$ cat src/rtl/abs_sum_window_ctrl_pkg.sv
`default_nettype none
// ============================================================================
// Module  : abs_sum_pkg
// Purpose : Shared constants and FSM state type for the windowed abs-sum block.
// Rev     : 1.0  initial release
// ============================================================================
package abs_sum_pkg;

  localparam int LANES      = 16;
  localparam int LANE_W     = 8;
  localparam int WORD_W     = LANES * LANE_W;
  localparam int WORD_SUM_W = 12;

  typedef enum logic [1:0] {
    S_IDLE   = 2'd0,
    S_ACCUM  = 2'd1,
    S_FLUSH  = 2'd2,
    S_REPORT = 2'd3
  } state_e;

  // |-128| = 128 still fits in LANE_W bits when read as unsigned
  function automatic logic [LANE_W-1:0] lane_abs(input logic [LANE_W-1:0] v);
    return v[LANE_W-1] ? (~v + LANE_W'(1)) : v;
  endfunction

endpackage
`default_nettype wire

$ cat src/rtl/abs_sum_window_ctrl_if.sv
`default_nettype none
// ============================================================================
// Module  : abs_sum_window_ctrl_if
// Purpose : Config, sample-stream and result handshake bundle of the controller.
// Rev     : 1.0  initial release
// ============================================================================
interface abs_sum_window_ctrl_if #(
  parameter int WIN_LEN_W = 16,
  parameter int SUM_W     = 32
);
  import abs_sum_pkg::*;

  logic [WIN_LEN_W-1:0] cfg_win_len;
  logic [SUM_W-1:0]     cfg_thresh;
  logic                 start;
  logic                 abort;
  logic                 in_valid;
  logic                 in_ready;
  logic [WORD_W-1:0]    in_data;
  logic                 out_valid;
  logic                 out_ready;
  logic [SUM_W-1:0]     out_sum;
  logic                 out_detect;
  logic [WIN_LEN_W-1:0] out_win_idx;
  logic                 busy;

  modport slave (
    input  cfg_win_len, cfg_thresh, start, abort, in_valid, in_data, out_ready,
    output in_ready, out_valid, out_sum, out_detect, out_win_idx, busy
  );

  modport master (
    output cfg_win_len, cfg_thresh, start, abort, in_valid, in_data, out_ready,
    input  in_ready, out_valid, out_sum, out_detect, out_win_idx, busy
  );

endinterface
`default_nettype wire

$ cat src/rtl/abs_sum_window_ctrl_tree.sv
`default_nettype none
// ============================================================================
// Module  : abs_sum_tree
// Purpose : Combinational sum of the absolute values of 16 signed byte lanes.
// Rev     : 1.0  initial release
// ============================================================================
module abs_sum_tree
  import abs_sum_pkg::*;
(
  input  logic [WORD_W-1:0]     i_data,
  output logic [WORD_SUM_W-1:0] o_sum
);

  logic [LANE_W-1:0] w_abs [LANES];

  for (genvar g = 0; g < LANES; g++) begin : g_lane
    assign w_abs[g] = lane_abs(i_data[g*LANE_W +: LANE_W]);
  end

  always_comb begin
    o_sum = '0;
    for (int i = 0; i < LANES; i++) begin
      o_sum = o_sum + WORD_SUM_W'(w_abs[i]);
    end
  end

endmodule
`default_nettype wire

$ cat src/rtl/abs_sum_window_ctrl.sv
`default_nettype none
// ============================================================================
// Module  : abs_sum_window_ctrl
// Purpose : Accumulates per-word lane abs sums over an N-word window and
//           reports sum + threshold detect. Define ABS_SUM_CONT_EN for
//           back-to-back windows without a start pulse.
// Rev     : 1.0  initial release
// ============================================================================
module abs_sum_window_ctrl
  import abs_sum_pkg::*;
#(
  parameter int WIN_LEN_W = 16,
  parameter int SUM_W     = 32
) (
  input  logic                  clk,
  input  logic                  rst_n,
  abs_sum_window_ctrl_if.slave  bus
);

`ifdef ABS_SUM_CONT_EN
  localparam bit CONT_EN = 1'b1;
`else
  localparam bit CONT_EN = 1'b0;
`endif

  state_e                r_state;
  state_e                w_next;
  logic [WIN_LEN_W-1:0]  r_len;
  logic [WIN_LEN_W-1:0]  r_count;
  logic [WIN_LEN_W-1:0]  r_win_idx;
  logic [SUM_W-1:0]      r_thresh;
  logic [SUM_W-1:0]      r_acc;
  logic [WORD_SUM_W-1:0] r_psum;
  logic                  r_pvld;
  logic [WORD_SUM_W-1:0] w_word_sum;
  logic                  w_in_ready;
  logic                  w_accept;
  logic                  w_last;
  logic                  w_start_ok;
  logic                  w_out_hs;
  logic                  w_restart;
  logic                  w_load;

  abs_sum_tree u_tree (
    .i_data (bus.in_data),
    .o_sum  (w_word_sum)
  );

  assign w_in_ready = (r_state == S_ACCUM) && (r_count < r_len);
  assign w_accept   = w_in_ready && bus.in_valid;
  assign w_last     = w_accept && (r_count == r_len - WIN_LEN_W'(1));
  assign w_start_ok = (r_state == S_IDLE) && bus.start && !bus.abort &&
                      (bus.cfg_win_len != '0);
  assign w_out_hs   = (r_state == S_REPORT) && bus.out_ready;
  assign w_restart  = CONT_EN && w_out_hs && (bus.cfg_win_len != '0);
  assign w_load     = w_start_ok || w_restart;

  always_ff @(posedge clk or negedge rst_n) begin
    if (!rst_n) begin
      r_state <= S_IDLE;
    end else begin
      r_state <= w_next;
    end
  end

  always_comb begin
    w_next = r_state;
    if (bus.abort) begin
      w_next = S_IDLE;
    end else begin
      case (r_state)
        S_IDLE:   if (w_start_ok) w_next = S_ACCUM;
        S_ACCUM:  if (w_last)     w_next = S_FLUSH;
        S_FLUSH:  w_next = S_REPORT;
        S_REPORT: if (w_out_hs)   w_next = w_restart ? S_ACCUM : S_IDLE;
        default:  w_next = S_IDLE;
      endcase
    end
  end

  // Two-stage pipe: word sum lands in r_psum, folded into r_acc one cycle later
  always_ff @(posedge clk or negedge rst_n) begin
    if (!rst_n) begin
      r_len     <= '0;
      r_thresh  <= '0;
      r_count   <= '0;
      r_acc     <= '0;
      r_psum    <= '0;
      r_pvld    <= 1'b0;
      r_win_idx <= '0;
    end else if (bus.abort) begin
      r_count <= '0;
      r_acc   <= '0;
      r_pvld  <= 1'b0;
    end else begin
      if (w_load) begin
        r_len    <= bus.cfg_win_len;
        r_thresh <= bus.cfg_thresh;
        r_count  <= '0;
        r_acc    <= '0;
        r_pvld   <= 1'b0;
      end else begin
        r_pvld <= w_accept;
        if (w_accept) begin
          r_psum  <= w_word_sum;
          r_count <= r_count + WIN_LEN_W'(1);
        end
        if (r_pvld) begin
          r_acc <= r_acc + SUM_W'(r_psum);
        end
      end
      if (w_start_ok) begin
        r_win_idx <= '0;
      end else if (w_out_hs) begin
        r_win_idx <= r_win_idx + WIN_LEN_W'(1);
      end
    end
  end

  assign bus.in_ready    = w_in_ready;
  assign bus.out_valid   = (r_state == S_REPORT);
  assign bus.out_sum     = r_acc;
  assign bus.out_detect  = (r_state == S_REPORT) && (r_acc >= r_thresh);
  assign bus.out_win_idx = r_win_idx;
  assign bus.busy        = (r_state != S_IDLE);

endmodule
`default_nettype wire

$ cat src/flat_wrapper.sv
// flat-port wrapper written by rule: the top's interface ports become plain ports
module abs_sum_window_ctrl_flat import abs_sum_pkg::*;
#(
  parameter int WIN_LEN_W = 16,
  parameter int SUM_W     = 32
)
  (clk, rst_n, bus_cfg_win_len, bus_cfg_thresh, bus_start, bus_abort, bus_in_valid, bus_in_data, bus_out_ready, bus_in_ready, bus_out_valid, bus_out_sum, bus_out_detect, bus_out_win_idx, bus_busy);
  abs_sum_window_ctrl_if #(.WIN_LEN_W(WIN_LEN_W), .SUM_W(SUM_W)) bus_i ();
  input  logic clk;
  input  logic rst_n;
  input wire logic [$bits(bus_i.cfg_win_len)-1:0] bus_cfg_win_len;
  input wire logic [$bits(bus_i.cfg_thresh)-1:0] bus_cfg_thresh;
  input wire logic [$bits(bus_i.start)-1:0] bus_start;
  input wire logic [$bits(bus_i.abort)-1:0] bus_abort;
  input wire logic [$bits(bus_i.in_valid)-1:0] bus_in_valid;
  input wire logic [$bits(bus_i.in_data)-1:0] bus_in_data;
  input wire logic [$bits(bus_i.out_ready)-1:0] bus_out_ready;
  output wire logic [$bits(bus_i.in_ready)-1:0] bus_in_ready;
  output wire logic [$bits(bus_i.out_valid)-1:0] bus_out_valid;
  output wire logic [$bits(bus_i.out_sum)-1:0] bus_out_sum;
  output wire logic [$bits(bus_i.out_detect)-1:0] bus_out_detect;
  output wire logic [$bits(bus_i.out_win_idx)-1:0] bus_out_win_idx;
  output wire logic [$bits(bus_i.busy)-1:0] bus_busy;
  assign bus_i.cfg_win_len = bus_cfg_win_len;
  assign bus_i.cfg_thresh = bus_cfg_thresh;
  assign bus_i.start = bus_start;
  assign bus_i.abort = bus_abort;
  assign bus_i.in_valid = bus_in_valid;
  assign bus_i.in_data = bus_in_data;
  assign bus_i.out_ready = bus_out_ready;
  assign bus_in_ready = bus_i.in_ready;
  assign bus_out_valid = bus_i.out_valid;
  assign bus_out_sum = bus_i.out_sum;
  assign bus_out_detect = bus_i.out_detect;
  assign bus_out_win_idx = bus_i.out_win_idx;
  assign bus_busy = bus_i.busy;
  abs_sum_window_ctrl #(.WIN_LEN_W(WIN_LEN_W), .SUM_W(SUM_W)) u_core (.clk(clk), .rst_n(rst_n), .bus(bus_i));
endmodule
$ cat config.mk
export PLATFORM = sky130hd
export DESIGN_NAME = abs_sum_window_ctrl_flat
export DESIGN_NICKNAME = d
export VERILOG_FILES = /design/src/rtl/abs_sum_window_ctrl_pkg.sv /design/src/rtl/abs_sum_window_ctrl_if.sv /design/src/rtl/abs_sum_window_ctrl_tree.sv /design/src/rtl/abs_sum_window_ctrl.sv /design/src/flat_wrapper.sv
export SDC_FILE = /design/constraint.sdc
export NUM_CORES = 1
export LEC_CHECK = 0
export CELL_PAD_IN_SITES_DETAIL_PLACEMENT = 1
export CELL_PAD_IN_SITES_GLOBAL_PLACEMENT = 1
export CORE_MARGIN = 1.5
export CORE_UTILIZATION = 37
export CTS_CLUSTER_DIAMETER = 100
export DETAILED_ROUTE_END_ITERATION = 6
export PLACE_DENSITY_LB_ADDON = 0.1
export SETUP_SLACK_MARGIN = 0.3
export SLEW_MARGIN = 20
export SYNTH_ARGS = -nofsm -noshare
export SYNTH_HDL_FRONTEND = slang
export SYNTH_HIERARCHICAL = 1
export SYNTH_SLANG_ARGS = --single-unit
$ cat constraint.sdc
create_clock -name clk -period 2.6 [get_ports clk]
set_clock_uncertainty 0.05 [all_clocks]
set_input_delay 0.39 -clock clk [delete_from_list [all_inputs] [get_ports clk]]
set_output_delay 0.39 -clock clk [all_outputs]
set_load 0.03 [all_outputs]
==> Word level (Yosys, flattened, before mapping) <==
Index checks and enable logic that the tools add are counted.
{ "op_classes": {"add_sub_neg": 35, "magnitude_cmp": 2, "eq_ne": 7, "muxes": 31, "bitwise_logic": 18, "reduce_logical": 19} }
{ "op_table": {"columns": ["op", "n"], "rows": [
  ["12-bit by 8-bit adder with 12-bit output", 11],
  ["8-bit by 1-bit adder with 8-bit output, second input constant", 16],
  ["8-bit two-way mux", 16],
  ["8-bit inverter", 16],
  ["32-bit two-way mux", 3],
  ["16-bit two-way mux", 5],
  ["16-bit by 1-bit adder with 16-bit output, second input constant", 2],
  ["32-bit by 12-bit adder with 32-bit output", 1],
  ["32-bit greater-or-equal comparator", 1],
  ["16-bit == test", 1],
  ["16-bit less-than comparator", 1],
  ["16-bit nonzero test", 1],
  ["16-bit by 1-bit subtractor with 16-bit output, second input constant", 1],
  ["11-bit by 8-bit adder with 12-bit output", 1],
  ["10-bit by 8-bit adder with 11-bit output", 1],
  ["9-bit by 8-bit adder with 10-bit output", 1],
  ["8-bit by 8-bit adder with 9-bit output", 1],
  ["3-bit by 2-bit != test with 1-bit output, second input constant", 3],
  ["1-bit logical AND", 8],
  ["2-bit two-way mux", 4],
  ["2-bit one-hot mux with 4 select lines", 1],
  ["3-bit AND reduction", 2],
  ["3-bit nonzero test", 2],
  ["2-bit == test, second input constant", 2],
  ["7 further kinds", 11]
]} }
{ "word_totals": {"ff_bits": 127, "in_bits": 182, "output_inout_bits": 52, "word_cells": 120} }

==> Depth between registers and ports, before layout <==
Gate-level depths: netlist (run 1).
{ "logic_depth": {"word_depth": 18, "mapped_depth": 23, "depth_no_buf": 23} }

==> Hierarchy <==
Netlist (run 1), hierarchy kept.
{ "modules_own_cells": {"columns": ["module", "n_inst", "cells_per_inst", "area_per_inst_um2", "seq_area_each_um2"], "rows": [
  ["abs_sum_window_ctrl", 1, 865, 7901.3, 3178.0],
  ["abs_sum_tree", 1, 594, 5205.0, 0.0]
]} }

==> Least setup slack after synthesis (run 1) <==
OpenSTA, ideal clock, no wires.
{ "synth_path": {"kind": "input -> register", "start": "in bus_in_data[90]", "end": "reg u_core.r_psum[11]", "setup_ns": 0.125, "t_arrival_ns": 5.871, "required_ns": 2.425, "setup_slack_ns": -3.445, "stages": 19, "path_buffers": 0, "path_cell_list": "or3_1 > or3_1 > nand2_1 > xnor2_1 > fa_1 > fa_1 > fa_1 > fa_1 > fa_1 > inv_1 > fa_1 > inv_1 > ha_1 > and3_2 > a2111oi_4 > o21ai_1 > a21oi_1 > xnor2_1 > mux2_2"} }
{ "synth_between": {"elab_chain_len": 8} }
{ "synth_lines": {"columns": ["item", "line", "text"], "rows": [
  ["from (decl)", "flat_wrapper.sv:16", "input wire logic [$bits(bus_i.in_data)-1:0] bus_in_data;"],
  ["8-bit inverter", "abs_sum_window_ctrl_pkg.sv:23", "return v[LANE_W-1] ? (~v + LANE_W'(1)) : v;"],
  ["8-bit by 1-bit adder with 8-bit output", "abs_sum_window_ctrl_pkg.sv:23", null],
  ["8-bit two-way mux *", "abs_sum_window_ctrl_pkg.sv:23", null],
  ["12-bit by 8-bit adder with 12-bit output * (5 in series)", "abs_sum_window_ctrl_tree.sv:23", "o_sum = o_sum + WORD_SUM_W'(w_abs[i]);"],
  ["named net u_core.w_word_sum[11]", "abs_sum_window_ctrl.sv:35", "logic [WORD_SUM_W-1:0] w_word_sum;"],
  ["to (signal assigned)", "abs_sum_window_ctrl.sv:105", "r_psum <= w_word_sum;"],
  ["to (decl)", "abs_sum_window_ctrl.sv:33", "logic [WORD_SUM_W-1:0] r_psum;"]
]} }
Mark *: on every way through the listed nets, which the timed path passes. The rest lies on a longest branch.
A chain may end at the register's enable or synchronous reset.

==> Worst setup path in the final report (run 1) <==
{ "layout_path": {"start": "in bus_in_data[59]", "end": "reg u_core.r_psum[9]"} }
{ "layout_between": {"elab_chain_len": 12} }
{ "layout_lines": {"columns": ["item", "line"], "rows": [
  ["8-bit inverter", "abs_sum_window_ctrl_pkg.sv:23"],
  ["8-bit by 1-bit adder with 8-bit output", "abs_sum_window_ctrl_pkg.sv:23"],
  ["8-bit two-way mux *", "abs_sum_window_ctrl_pkg.sv:23"],
  ["12-bit by 8-bit adder with 12-bit output * (9 in series)", "abs_sum_window_ctrl_tree.sv:23"],
  ["named net u_core.w_word_sum[9]", "abs_sum_window_ctrl.sv:35"]
]} }
Marked as above.

==> results, run 1 <==
- After routing, the total negative slack on setup checks comes to -31.29 ns.
- Fill cells in the final layout number 3,765.
- The detail route stage leaves a number of antenna-violating nets equal to 0.
- The overflow left after global routing is 0.
- Setup repair after global routing could not meet its margin everywhere.
- For the finished layout, the period the worst path requires is 5.92 ns.
- The half-perimeter wire length of the detailed placement result is 36,000 µm.
- The total of buffers placed on input and output ports is 233.
- The critical path required time is 2.86 ns.
- The first global-routing pass estimated 78,200 µm of wire.
- The H-tree depth is 4.
- For this run, the number of Yosys warnings is 6.
- The via count is 13,300.
- Of all nets on the critical path, the largest fanout is 4.
- The DRC violation count after routing is 0.
- The most frequent cell after synthesis is inv_1.
- Measured against its own limit, the worst slew margin works out to 0.493.
- The top-level port count is 234.
- The share of synthesized area in the top cell type comes to 0.242.
- Synthesis produced a netlist with a net count of 1,853.
- The total wire length is 54,200 µm.
- The largest area contributor in the synthesized netlist is dfrtp_1.
- The maximum operating frequency is 169 MHz.
- After synthesis, the share of flip-flops with an asynchronous set or reset is 1.00.
- The wire length per cell after detailed routing is 21.6 µm.
- The clock slew at the register clock pins of the worst setup and hold paths is 0.06 ns.
- The pin count of the biggest net entering global routing is 57.
- The total track usage is 0.274.
- For this run, the register share of the synthesized area comes to 0.242.
- The number of failing setup endpoints in the final timing report is 17.
- The multi-input combinational cells in the finished layout cover a total of 0.0116 mm².
- The run finished, with violations left.
- The number of different library cells in the post-synthesis netlist is 71.
- Routability-driven placement finished with a final weighted congestion of 0.864.
- The number of storage elements in the synthesis netlist is 127.
- The mean cell area of the mapped netlist is 8.98 µm².
- The type of the tightest min-delay check is primary input to flip-flop.
- The starting utilization of the core area is 0.378.
- The number of antenna repair diodes is 0.
- Among all flip-flop cells after synthesis, the most frequent one is dfrtp_1.
- The clock root buffer master is clkbuf_16.
- Dividing the final minimum period by the clock period gives 2.28.
- The layout overhead on the synthesized area is 67.5%.
- TritonCTS built the clock tree.
- Sorting the synthesized cells by how often they occur yields inv_1, nand2_1, dfrtp_1.
- The core box area is 0.0347 mm².
- For the worst-skew pair, the clock arrives at the later sink with an insertion delay of 0.43 ns.
- The sequential cells in the finished layout cover a total of 0.00320 mm².
- STA classifies the critical path endpoint as a flip-flop.
- The count of max-cap constraint violations is 0.
- The number of endpoints with negative hold slack in the final report is 0.
- The width of the die is 191 µm.
- Across all setup checks in the final design, the least slack found is -3.32 ns.
- The floorplan step set the die height to 191 µm.
- The critical path class is primary input to flip-flop.
- The summed instance area of the synthesized netlist is 0.0131 mm².
- The number of max-slew violations in the final report came to 0.
- The number of placed instances with taps included is 2,387.
- The final layout net count is 2,428.
- The cell row count is 68.
- The finished layout holds 2,502 standard cells, fillers aside.
- The number of global-route vias before repair is 15,000.
- Of the cells placed in the final design, the portion with a size suffix greater than 1 is 0.435.
- For the pin with the worst max-slew slack, the measured transition is 0.758 ns.
- The final reports fail on negative setup slack.
- At the worst endpoint, the arrival time is 6.18 ns.
- The first-pass iteration count of the detailed router is 5.
- The synthesized design contains 0 enable-type register cells.
- The gate count of the mapped netlist is 1,459.
- The fraction of the core area covered by cells at the end of the flow is 0.632.
- Dividing the detail-routed via count by the number of cells gives 5.33.
- The number of clock buffers added by TritonCTS is 17.
- Clock tree synthesis found a total of 127 sinks.
- Before CTS, the worst setup slack after placement is -4.08 ns.
- The die area is 0.0366 mm².
- In this run the deepest clock path goes through 2 buffers.
- In the post-synthesis netlist, the biggest area contributors are dfrtp_1, fa_1, ha_1.
- The detailed router finished its first iteration with 516 violations.
- The initial antenna violation count is 0.
- STA classifies the critical path startpoint as a primary input.
==> path summary, 6_finish.rpt <==
path,startpoint,endpoint,slack [ns],cells after the start
setup / recovery,bus_in_data[59],u_core/r_psum[9],-3.32,21
min in group asynchronous,rst_n,u_core/r_thresh[17],0.34,2
hold reg to reg,u_core/r_psum[6],u_core/r_psum[6],0.47,1
hold / removal,bus_cfg_win_len[4],u_core/r_len[4],0.27,4
max in group asynchronous,rst_n,u_core/bus.out_sum[8],1.43,3
setup reg to reg,u_core/r_len[0],u_core/r_state[1],-0.15,10
==> state kept, by name (all words and copies together), names as in the netlist <==
register,count
u_core/r_count,16
u_core/r_state,2
u_core/bus.out_win_idx,16
u_core/r_len,16
u_core/r_thresh,32
u_core/r_psum,12
u_core/bus.out_sum,32
u_core/r_pvld,1
==> cells by family (layout without fill, tap and decap cells) <==
kind of cell,count (synthesis),after routing,synth area share
xor gates and xnor gates,147,147,0.0982
muxes,39,39,0.0310
AOI/OAI and AO/OA,216,216,0.108
buffers and inverters,242,829,0.0704
and+or+nand+nor,476,477,0.185
DFF,127,127,0.242
adders and majority gates,212,212,0.265
==> through the flow <==
stage,instance area (µm²),hold slack [ns]
2_1_floorplan,13900,0.0444
3_3_place_gp,18700,0.251
3_5_place_dp,18700,0.252
4_1_cts,21000,0.335
5_1_grt,21900,0.284
6_report,21900,0.267
==> layer usage <==
metal / wire length, µm / track usage / vias to the layer above
li1: - / - / 6049
met1: 20600 / 0.300 / 6742
met2: 29600 / 0.531 / 379
met3: 1510 / 0.0312 / 161
met4: 2430 / 0.110 / 0
met5: 0 / 0 / -
==> cell usage in the layout, fill, tap and decap left out, types with 17 or more instances in the layout <==
master           instances
buf_4                  298
inv_1                  140
nand2_1                119
clkdlybuf4s50_1        113
dfrtp_1                110
fa_1                    88
nor2_1                  80
buf_6                   64
o21ai_0                 64
xnor2_1                 58
ha_1                    58
inv_2                   55
dlygate4sd2_1           40
ha_4                    38
xor2_1                  34
xnor2_2                 33
buf_2                   25
nand3_1                 25
nand4_1                 22
nand2b_4                22
nand2_2                 21
mux2i_1                 21
fa_2                    21
clkbuf_16               17
or3_1                   17
dfrtp_2                 17
==> what timing repair did <==
item,4_1_cts,5_1_grt
hold buffers,1,0
pin swaps,229,157
resized for setup,578,208
endpoints found under the hold margin,18,0
setup endpoints to repair,130,83
setup buffers,47,33
gates cloned,2,0
==> area by class of cell <==
type,instances,share of cell area
multi-input cells,1091,0.530
repair buffers,589,0.232
flip-flops and latches,127,0.146
inverters,208,0.0383
well taps,455,0.0259
clock buffers,27,0.0238
clock inverters,5,0.00353
==> critical path: stages <==
cell and delay (ns):
buf_6 0.10, or3_4 0.41, buf_6 0.14, o31ai_4 0.25, xor2_2 0.28, fa_2 0.52
inv_2 0.09, fa_2 0.45, fa_2 0.42, fa_1 0.50, fa_1 0.54, inv_1 0.06
fa_1 0.53, inv_2 0.06, ha_4 0.23, and3_4 0.17, a2111oi_4 0.40, o21bai_1 0.14
a21oi_2 0.15, xnor2_1 0.08, mux2_4 0.27
Power of run 1 is not shown: default switching activity piles up to over one toggle a cycle in this logic, so the estimate is an artifact.
==> run 2: changes to the inputs <==
Settings changed: SKIP_CTS_REPAIR_TIMING set to 1.
==> results, run 2 (synthesis results as in run 1) <==
- Counting along the longest clock path gives a buffer depth of 2.
- Summing all flip-flop and latch instances after layout gives 0.00320 mm².
- Setup repair after global routing could not meet its margin everywhere.
- The initial antenna violation count is 0.
- The clock sink total is 127.
- The die area is 0.0366 mm².
- The final route contains 12,900 vias.
- The number of max-slew violations in the final report was 0.
- STA puts the critical path data required time at 2.86 ns.
- The data arrival time of the critical path is 6.23 ns.
- The total wire length is 50,400 µm.
- The largest fanout of any net on the critical path is 5.
- Dividing the detail-routed wire length by the instance count gives 20.4 µm.
- The pre-antenna-repair detailed-routing pass consisted of 5 iterations.
- The first routing iteration left 528 violations.
- In this run the count of I/O pins placed on the die edge is 234.
- The kind of cell adding the most delay to the critical path is adder cells.
- The starting utilization of the core area is 0.378.
- The number of inserted filler cells in the final layout is 3,757.
- The vertical extent of the die is 191 µm.
- Subtracting the final worst setup slack from the clock period gives 5.97 ns.
- STA classifies the critical path endpoint as a flip-flop.
- The DRC violation count after routing is 0.
- In this design, the stage delay of the slowest critical-path cell is 0.59 ns.
- For the pin with the worst max-slew slack, the measured transition is 0.698 ns.
- The number of buffers and inverters on the critical path is 4.
- Global routing finished with a remaining overflow of 0.
- The path class of the tightest hold or removal check is primary input to flip-flop.
- The worst setup path is launched from a primary input.
- The clock root buffer master is clkbuf_16.
- The post-route clock period utilization is 2.30.
- The run finished, with violations left.
- The standard cell with the maximum stage delay on the critical path is fa_1.
- The number of global-route vias before repair was 13,800.
- Setup violations remaining at the end of the flow were counted as 17.
- The critical path goes through dlymetal6s2s_1 > nor4_2 > nand2_1 > nand2_2 > xor2_2 > fa_1 > fa_1 > inv_2 > fa_1 > fa_1 > fa_1 > inv_1 > fa_1 > inv_2 > ha_4 > and3_4 > a2111oi_4 > o21bai_1 > a21oi_2 > xnor2_1 > mux2_4.
- For this run, the total global-route usage over all layers was measured as 0.242.
- The repair_antennas step left the layout with diodes totalling 0.
- The total of buffers placed on input and output ports is 233.
- Leaving out fill and tap cells, the most frequent cell in the layout is buf_4.
- The width of the die is 191 µm.
- The number of buffers inserted during clock tree synthesis is 17.
- The number of endpoints with negative hold slack in the final report is 0.
- The cell that appears most often on the critical path is fa_1.
- The final antenna-violating net count is 0.
- The final layout net count is 2,393.
- The critical path in this run is classified as primary input to flip-flop.
- The cell row count is 68.
- The wire-length estimate of the detail-placed layout is 36,000 µm.
- In this run the number of H-tree levels came out at 4.
- The clock slew at the register clock pins of the worst setup and hold paths is 0.05 ns.
- The tool flagged a number of max-cap violations equal to 0.
- The region available for standard cell placement spans 0.0347 mm².
- The first global-routing pass estimated 69,900 µm of wire.
- The final reports fail on negative setup slack.
- The area used by multi-input combinational logic is 0.0114 mm².
- The clock tree from TritonCTS is built.
- The worst slew slack as a fraction of its limit is 0.533.
- In the layout the commonest cells are buf_4, inv_1, nand2_1.
- Prior to clock tree synthesis, the placed netlist has a worst setup slack of -4.08 ns.
- Routability-driven placement finished with a final weighted congestion of 0.864.
- Entering global routing, the biggest net connects 57 pins.
- The maximum operating frequency is 168 MHz.
- In the post-route analysis, the smallest setup slack over all paths is -3.37 ns.
- Compared with the post-synthesis result, the final layout area differs by 66.2%.
- The share of cells above drive strength 1 is 0.397.
- At the later pin of the worst-skew pair, clock insertion delay measures 0.43 ns.
- The number of vias per cell after detailed routing is 5.24.
-- run 2: changes by cell type in the layout (fill, tap and decap cells not counted), sizes merged --
cell	before	now
dlymetal6s2s	6	88
buf	400	337
dlygate4sd2	40	0
clkdlybuf4s15	13	0
nand2	150	149
-- run 2: final timing paths --
path / startpoint / endpoint / slack (ns) / depth (start not counted)
worst min-delay path: bus_cfg_win_len[1] / u_core/r_len[1] / 0.27 / 4
max in group asynchronous: rst_n / u_core/bus.out_sum[8] / 1.44 / 3
worst min register to register: u_core/r_psum[5] / u_core/r_psum[5] / 0.48 / 1
worst max register to register: u_core/r_len[1] / u_core/r_state[1] / -0.18 / 8
min in group asynchronous: rst_n / u_core/r_thresh[13] / 0.34 / 2
worst max-delay path: bus_in_data[26] / u_core/r_psum[9] / -3.37 / 21
-- run 2: worst min-delay path: cells and delay by family --
kind | cells | cell delay [ns]
buf+inv | 2 | 0.21
compound gates | 1 | 0.06
simple gates | 1 | 0.04
-- run 2: layer usage --
metal | routed length (µm) | up-vias | GRT usage
li1 | - | 5975 | -
met1 | 19800 | 6570 | 0.281
met2 | 28000 | 279 | 0.468
met3 | 1170 | 100 | 0.0248
met4 | 1450 | 0 | 0.0652
met5 | 0 | - | 0
-- run 2: per-stage QoR --
stage          utilization  setup TNS [ns]  cells  hold WS [ns]  cell area, µm²
2_1_floorplan            -          -29.28   1459        0.0444           13900
3_3_place_gp         0.539          -67.00   2387         0.251           18700
3_5_place_dp         0.539          -67.88   2387         0.252           18700
4_1_cts              0.556          -36.71   2419        -0.208           19300
5_1_grt              0.628          -33.94   2467         0.280           21800
6_report             0.628          -31.63   2467         0.271           21800
-- run 2: final cells by class --
cell class              count  share of cell area
flip-flops and latches    127               0.147
well taps                 455              0.0261
clock buffers              27              0.0240
multi-input cells        1090               0.525
clock inverters             5             0.00356
repair buffers            555               0.236
inverters                 208              0.0388
Power of run 2 is left out for the same reason.
==> run 3: changes to the inputs <==
Settings changed: SETUP_SLACK_MARGIN 0.3 to 0.15.
==> results, run 3 (synthesis results as in run 1) <==
- The half-perimeter wire length of the detailed placement result is 35,600 µm.
- The most common library cell in the layout ignoring fill and taps is buf_4.
- The data arrival time of the critical path is 6.07 ns.
- The floorplan step defined a die boundary enclosing 0.0366 mm².
- The slew at the pin closest to its max-slew limit is 0.690 ns.
- The pin count of the biggest net entering global routing is 58.
- Derived from the worst setup path, the maximum achievable clock frequency is 172 MHz.
- The critical path is of the primary input to flip-flop type.
- The cell area after layout is 0.0214 mm².
- The startpoint identified for the worst hold timing path is bus_cfg_win_len[11].
- From bottom edge to top edge, the die measures 191 µm.
- The number of global-route vias before repair is 13,600.
- Counting stages on the worst path, the most repeated cell is fa_2.
- The clock net in this run drives a total of 127 sinks.
- The clock root buffer master is clkbuf_16.
- The clock tree from TritonCTS is built.
- After routing, the total negative slack on setup checks comes to -30.89 ns.
- The number of endpoints with negative hold slack in the final report is 0.
- The H-tree depth is 4.
- The worst pin sits at a relative slew slack of 0.539.
- The placed instances occupy a cell area of 0.0185 mm².
- The final layout net count is 2,398.
- The later pin in the worst-skew pair is clocked with a latency of 0.44 ns.
- For this block, the via count after detailed routing is 12,800.
- The number of max-slew violations in the final report is 0.
- The first-pass iteration count of the detailed router is 4.
- The cell row count is 68.
- The number of failing setup endpoints in the final timing report is 21.
- The initial antenna violation count is 0.
- The delay contributed by the slowest stage of the critical path is 0.58 ns.
- The DRC violation count after routing is 0.
- In the layout the commonest cells are buf_4, inv_1, nand2_1.
- The type of the tightest min-delay check is primary input to flip-flop.
- The worst-case register-to-register setup slack is -0.26 ns.
- In the routed layout, each cell is associated on average with a via count of 5.19.
- The post-route clock period utilization is 2.23.
- The number of buffers inserted during clock tree synthesis is 17.
- The worst path in the final design needs a cycle of 5.80 ns, including I/O delays and setup.
- The worst reg2reg path startpoint is u_core/r_len[0].
- Data on the critical path is required at its endpoint by 2.87 ns.
- The repair_antennas step left the layout with diodes totalling 0.
- After clock tree synthesis, the clock-pin slew on the worst setup and hold paths is 0.05 ns.
- The top-level port count is 234.
- After global routing the overflow that remains totals 0.
- The maximum count of clock buffers along a single path is 2.
- The run finished, with violations left.
- The worst register-to-register path ends at u_core/r_state[1].
- The width of the die is 191 µm.
- After layout, the worst setup slack is -3.20 ns.
- In the final routed layout, each cell accounts on average for 20.1 µm.
- The initial utilization of the core area, before any placement, comes to 0.378.
- The worst hold path passes through 3 cells.
- Of all nets on the critical path, the largest fanout is 4.
- The count of max-cap constraint violations is 0.
- The region available for standard cell placement spans 0.0347 mm².
- The worst hold path endpoint is u_core/r_len[11].
- The last weighted congestion value of the routability-driven placer is 0.851.
- For this run, the total global-route usage over all layers was measured as 0.238.
- Once detail routing completed, the nets flagged for antenna violations numbered 0.
- Summed over all layers, the routed wires come to 49,800 µm.
- The iteration-0 DRC count of the detailed router is 482.
- Port buffering added 233 buffers.
- The global-route wire length before repair is 68,400 µm.
- The critical path contains buffers and inverters numbering 3 combined.
- The layout overhead on the synthesized area is 63.6%.
- Setup repair after global routing could not meet its margin everywhere.
- The type of destination of the critical path is a flip-flop.
- On the critical path, the stage with the largest delay is an instance of fa_2.
- The number of cell instances on the worst register-to-register path is 9.
- In the final layout, the share of cells above drive strength 1 is 0.369.
- The checks that failed: negative setup slack.
- The kind of cell adding the most delay to the critical path is adder cells.
- The signal on the critical path passes through dlymetal6s2s_1 > or3_4 > or3_4 > nand2_4 > xnor2_2 > fa_2 > fa_2 > fa_2 > fa_2 > fa_1 > inv_2 > fa_1 > inv_2 > ha_4 > and3_4 > a2111oi_4 > o21bai_1 > a21oi_1 > xnor2_1 > mux2_4.
- The type of element launching the critical path is a primary input.
run 3: worst max path at each step:
stage	start	end	slack, ns	depth (start not counted)
floorplan	bus_in_data[88]	u_core/r_psum[9]	-3.19	19
global route	bus_in_data[69]	u_core/r_psum[9]	-3.40	21
detailed placement	bus_in_data[113]	u_core/r_psum[11]	-3.99	21
global placement	bus_in_data[112]	u_core/r_psum[9]	-3.88	21
finish	bus_in_data[88]	u_core/r_psum[9]	-3.20	20
CTS	bus_in_data[113]	u_core/r_psum[9]	-3.53	21
run 3: stage by stage:
step                      worst slack (ns)   util  hold WS (ns)  cells
after floorplan                      -3.19      -        0.0444   1459
after global placement               -3.88  0.534         0.331   2385
after detailed placement             -3.99  0.534         0.332   2385
after CTS                            -3.53  0.552        -0.142   2417
after global routing                 -3.40  0.618         0.224   2472
final                                -3.20  0.618         0.206   2472
run 3: tightest hold or removal path, delay by kind of cell:
family          cells  cell delay (ns)
compound gates      1             0.07
buf+inv             1             0.12
simple gates        1             0.07
run 3: cell type report:
type	count	area, µm²
Clock buffer	23	488
Clock inverter	9	155
Fill cell	3797	13300
Inverter	208	826
Multi-Input combinational cell	1091	11100
Sequential cell	127	3180
Tap cell	455	569
Timing Repair Buffer	559	5110
run 3: per-layer routing:
| metal | global-route usage | vias up | part of all wire |
|---|---|---|---|
| met2 | 0.451 | 254 | 0.56 |
| met3 | 0.0242 | 90 | 0.025 |
| met5 | 0 | - | 0 |
| met4 | 0.0772 | 0 | 0.030 |
| met1 | 0.278 | 6494 | 0.39 |
| li1 | - | 5986 | - |
Power of run 3 is left out for the same reason.
